===== config.mk =====
export PLATFORM = sky130hd
export DESIGN_NAME = fetch_seq
export DESIGN_NICKNAME = d
export VERILOG_FILES = /design/src/rtl/fetch_seq.sv
export SDC_FILE = /design/constraint.sdc
export NUM_CORES = 1
export LEC_CHECK = 0
export ABC_AREA = 1
export CELL_PAD_IN_SITES_DETAIL_PLACEMENT = 0
export CELL_PAD_IN_SITES_GLOBAL_PLACEMENT = 2
export CORE_UTILIZATION = 31
export CTS_BUF_LIST = sky130_fd_sc_hd__clkbuf_16
export DETAILED_ROUTE_END_ITERATION = 6
export DONT_BUFFER_PORTS = 1
export PLACE_DENSITY = 0.76
export SLEW_MARGIN = 25
export SYNTH_ARGS = -nofsm -noshare
export SYNTH_HDL_FRONTEND = slang
export SYNTH_SLANG_ARGS = --single-unit
export TNS_END_PERCENT = 20

===== constraint.sdc =====
create_clock -name clk -period 1.7 [get_ports clk]
set_input_delay 0.17 -clock clk [delete_from_list [all_inputs] [get_ports clk]]
set_output_delay 0.17 -clock clk [all_outputs]
set_load 0.02 [all_outputs]

===== src/rtl/fetch_seq.sv =====
// rtl/fetch_seq.sv - instruction fetch sequencer with one-entry IR; FETCH_PERF_CNT_EN adds instr_cnt
module fetch_seq #(
    parameter logic [7:0] P0_BASE  = 8'd0,
    parameter logic [7:0] P1_BASE  = 8'd66,
    parameter logic [7:0] P2_BASE  = 8'd121,
    parameter logic [7:0] P3_BASE  = 8'd130,
    parameter logic [7:0] HALT_OPC = 8'hFF
) (
    input  logic        clk,
    input  logic        rst,
    input  logic        start,
    input  logic [1:0]  prog_sel,
    output logic [7:0]  imem_addr,
    input  logic [7:0]  imem_data,
    input  logic        redirect,
    input  logic [7:0]  redirect_target,
    output logic        ir_valid,
    input  logic        ir_ready,
    output logic [7:0]  ir_data,
    output logic [7:0]  ir_pc,
`ifdef FETCH_PERF_CNT_EN
    output logic [15:0] instr_cnt,
`endif
    output logic        busy,
    output logic        halted
);

    typedef enum logic [1:0] {
        IDLE  = 2'd0,
        FETCH = 2'd1,
        HALT  = 2'd2
    } state_t;

    state_t     state;
    logic [7:0] pc;
    logic [7:0] base;
    logic       handshake;
    logic       slot_free;

    always_comb begin
        base = P0_BASE;
        case (prog_sel)
            2'd0: base = P0_BASE;
            2'd1: base = P1_BASE;
            2'd2: base = P2_BASE;
            2'd3: base = P3_BASE;
            default: base = P0_BASE;
        endcase
    end

    assign imem_addr = pc;
    assign handshake = ir_valid && ir_ready;
    assign slot_free = !ir_valid || ir_ready;

`ifdef FETCH_PERF_CNT_EN
    // Counts consumed entries only; a flushed entry never reaches this path.
    logic count_hs;
    assign count_hs = handshake && !start && !(state == FETCH && redirect);

    always_ff @(posedge clk) begin
        if (rst || start)
            instr_cnt <= 16'h0000;
        else if (count_hs && instr_cnt != 16'hFFFF)
            instr_cnt <= instr_cnt + 16'h0001;
    end
`endif

    always_ff @(posedge clk) begin
        if (rst) begin
            state    <= IDLE;
            pc       <= 8'h00;
            ir_valid <= 1'b0;
            ir_data  <= 8'h00;
            ir_pc    <= 8'h00;
            busy     <= 1'b0;
            halted   <= 1'b0;
        end else if (start) begin
            state    <= FETCH;
            pc       <= base;
            ir_valid <= 1'b0;
            busy     <= 1'b1;
            halted   <= 1'b0;
        end else begin
            case (state)
                FETCH: begin
                    if (redirect) begin
                        pc       <= redirect_target;
                        ir_valid <= 1'b0;
                    end else if (slot_free) begin
                        if (imem_data == HALT_OPC) begin
                            ir_valid <= 1'b0;
                            state    <= HALT;
                            busy     <= 1'b0;
                            halted   <= 1'b1;
                        end else begin
                            ir_data  <= imem_data;
                            ir_pc    <= pc;
                            ir_valid <= 1'b1;
                            pc       <= pc + 8'd1;
                        end
                    end
                end
                default: begin
                    if (handshake)
                        ir_valid <= 1'b0;
                end
            endcase
        end
    end

endmodule


==> results.txt <==
At the later pin of the worst-skew pair, clock insertion delay measures 260 ps. The remaining max-slew budget at the tightest pin was 56.4%; the final clock period utilization by the worst path was 85.0%. In the routed layout, each cell is associated on average with a via count of 4.61. The post-CTS setup repair buffer count is 0, and the total of flip-flops plus latches after synthesis is 27. The total power is 1.49 mW, and the wire length of the first global-routing pass is 5940 um. For the achievable frequency, the log shows 0.692 GHz. Sequential elements use 37.6% of the synthesized area.

Leaving out fill and tap cells, the most frequent cell in the layout is nor2_1. In the layout the commonest cells are 61 x nor2_1, 55 x nand2_1, 27 x dfxtp_1. The starting DRC count in detailed routing was 47; the clock share of power was 36.5%. After synthesis, the largest family of logic cells by area is simple AND/OR/NAND/NOR gates.

The tools report the total routing resource utilization after global routing as 15.0%. Critical path class: flop to flop. In the synthesized netlist, the number of instances is 223. The synthesized netlist devotes 4.36% of its cell area to adder and majority cells.

Multiplexer share of the synthesized area: 0%. The tools report the setup slack of the most critical reg-to-reg path as 250 ps. The number of vias after detailed routing was 1305. In this run the static leakage power is 0.721 nW. The clock passes through at most 2 buffers. The worst hold path startpoint is imem_data[3]. For this run, asynchronously set or reset flops after synthesis account for 0%. The synthesized netlist devotes 10.5% of its cell area to compound gates. For the count of standard-cell rows, the log shows 24. Entering global routing, the biggest net connects 25 pins. The count of flip-flops with a built-in enable after synthesis is 0.

The most critical setup path has its startpoint at state[1]$_SDFFE_PP0P_. Compared with the post-synthesis result, the final layout area differs by 12.3%. In this run the worst path has a maximum fanout of 14.

Synthesis produced a netlist with a net count of 251. The remaining design rule violation count came out at 0. The run finished with clean final reports. Summed negative setup slack over all endpoints: 0 ps. Setup repair after global routing left no endpoint under its margin. The initial utilization of the core area, before any placement, comes to 32.5%. Summing all placed instances gives a cell area of 0.00152 sq mm.

The total number of H-tree levels was 1; the count of placed standard cells in the final layout, fillers left out was 283. The tools report the antenna diode instance count as 0. The share of layout cells above drive strength 1 came out at 8.23%. The worst hold path belongs to the class input port to flop. At the pin with the least slew margin, the transition time is 654 ps. Setup-violating endpoint count in the final report: 0. The path depth of the worst reg2reg path is 7.

The end point of the most critical hold path is ir_data[3]$_SDFFE_PP0P_. Sort of element at the start of the critical path: a flop. The final critical-path setup slack came out at 254 ps. Routability-driven placement finished with a final weighted congestion of 0.789.

The critical path data arrival time is 1650 ps, and the total core area is 0.00441 sq mm. The die height was 70.1 um; the reported max-cap violation count was 0. In this run the critical register-to-register path is captured at imem_addr[6]$_SDFFE_PP0P_. After routing the design area is 0.00161 sq mm. The xor and xnor fraction of the mapped netlist area was 0%; the HPWL after detailed placement was 2630 um. The tools report the number of library cell types mapped by synthesis as 23. Input and output buffers added on the ports amount to 0. The tools report the pre-CTS setup slack as 248 ps. Summed over all layers, the routed wires come to 3340 um.

In this run the power density over the cells is 926 mW/mm^2. TritonCTS built the clock tree. The initial antenna violation count came out at 0. Yosys printed 0 warnings. Pin placement for this block handled 50 I/O pins. After detailed routing, the average wire length per cell comes to 11.8 um. The peak supply drop came out at 0.449 mV. The logs give 15.3% for the power share of the combinational group and 1.07 mW for the design internal power. The worst hold path passes through 2 cells. Required time of the critical path: 1900 ps.

Dividing the synthesized area by the synthesized cell count gives 6.44 sq um. The die is 70.1 um wide. Clock-pin slew was measured on the worst setup and hold paths at 70 ps. Once detail routing completed, the nets flagged for antenna violations numbered 0.

The switching power summed over all nets is 0.423 mW. In this run, placement finished with an instance count of 278. The fraction of power consumed by sequential logic is 48.2%, and the die outline area is 0.00491 sq mm.

For this run, the detailed router's first-pass iteration total came to 4. For the number of clock sinks, the log shows 27. After global routing the overflow that remains totals 0. The fraction of the mapped netlist area in simple logic gates was 38.1%; the number of buffers created by CTS was 3.

Clock tree synthesis selected as its root buffer the cell clkbuf_16. The max-slew violation count was 0; the number of global-route vias before repair was 1326. The tools report the number of nets at the end of the flow as 260. The worst register-to-register path begins at state[1]$_SDFFE_PP0P_.

The area of the mapped netlist was 0.00144 sq mm; the minimum clock period was 1450 ps. Hold violation total from the final report: 0. Across the routed clock network, the largest skew measured is 3.37 ps. The worst setup path is captured at a flop.

The most used flip-flop cell after synthesis is dfxtp_1. The switching power as a share of total power is 28.3%.
==> power by group through the flow <==
stage                     sequential [mW]  clock [mW]  combinational, mW
final                               0.720       0.545              0.229
after global routing                0.726       0.593              0.273
after detailed placement            0.736           0              0.231
after CTS                           0.721       0.570              0.234
after global placement              0.735           0              0.232
after floorplan                     0.756           0              0.152
==> cell families after synthesis <==
kind of cell | after synthesis
flops | 27
simple gates | 133
fa+ha+maj | 5
buf+inv | 29
compound gates | 29
==> worst max path at each step <==
stage | end | slack (ps) | cells past startpoint
final | imem_addr[6]$_SDFFE_PP0P_ | 250 | 7
after global routing | imem_addr[2]$_SDFFE_PP0P_ | 60 | 7
after CTS | imem_addr[7]$_SDFFE_PP0P_ | 230 | 7
after detailed placement | imem_addr[7]$_SDFFE_PP0P_ | 250 | 7
after global placement | imem_addr[5]$_SDFFE_PP0P_ | 250 | 7
after floorplan | ir_pc[0]$_SDFFE_PP0P_ | 320 | 8
==> sequential cells by signal (all words and copies together) (netlist names) <==
register   count
state          2
ir_data        8
imem_addr      8
ir_pc          8
ir_valid       1
==> repair_timing <==
action,CTS,global route
hold buffers,1,0
hold endpoints to repair,3,0
resized for setup,0,0
==> area by class of cell <==
class	count	area, sq um
Fill cell	504	2800
Multi-Input combinational cell	167	759
Sequential cell	27	541
Inverter	24	95.1
Clock buffer	3	75.1
Timing Repair Buffer	9	70.1
Tap cell	52	65.1
Clock inverter	1	7.51
==> per-layer routing <==
layer	GRT usage (%)	share of wire, %	vias up	routed length [um]
li1	-	-	708	-
met1	18.4	47	566	1560
met2	25.9	47	29	1560
met3	4.04	6.0	2	200
met4	4.00	0.63	0	21
met5	0	0	-	0
==> cell usage after synthesis, types with 2 or more instances <==
master    n  area, sq um
a21oi_1   3         15.0
dfxtp_1  27          541
ha_1      5         62.6
inv_1    21         78.8
inv_2     2         7.51
nand2_1  55          206
nand3_1   9         45.0
nand4_1   2         12.5
nor2_1   61          229
nor2_4    2         22.5
nor3_1    2         10.0
o21ai_0  18         90.1
o21ai_1   6         30.0
==> per-stage QoR <==
| stage | hold slack, ps | utilization (%) |
|---|---|---|
| after floorplan | 239 | - |
| after global placement | 241 | 34.4 |
| after detailed placement | 246 | 34.4 |
| after CTS | 59.0 | 36.5 |
| after global routing | 68.2 | 36.5 |
| final | 61.9 | 36.5 |
==> critical path: stages, from the launching register on <==
cell and delay [ps]:
dfxtp_1 390, nor2_1 230, inv_1 80, nand2_1 110, nand3_2 270, nand2_1 140, nand2_1 60, nor2_1 100
(Power assumes the default switching activity.)
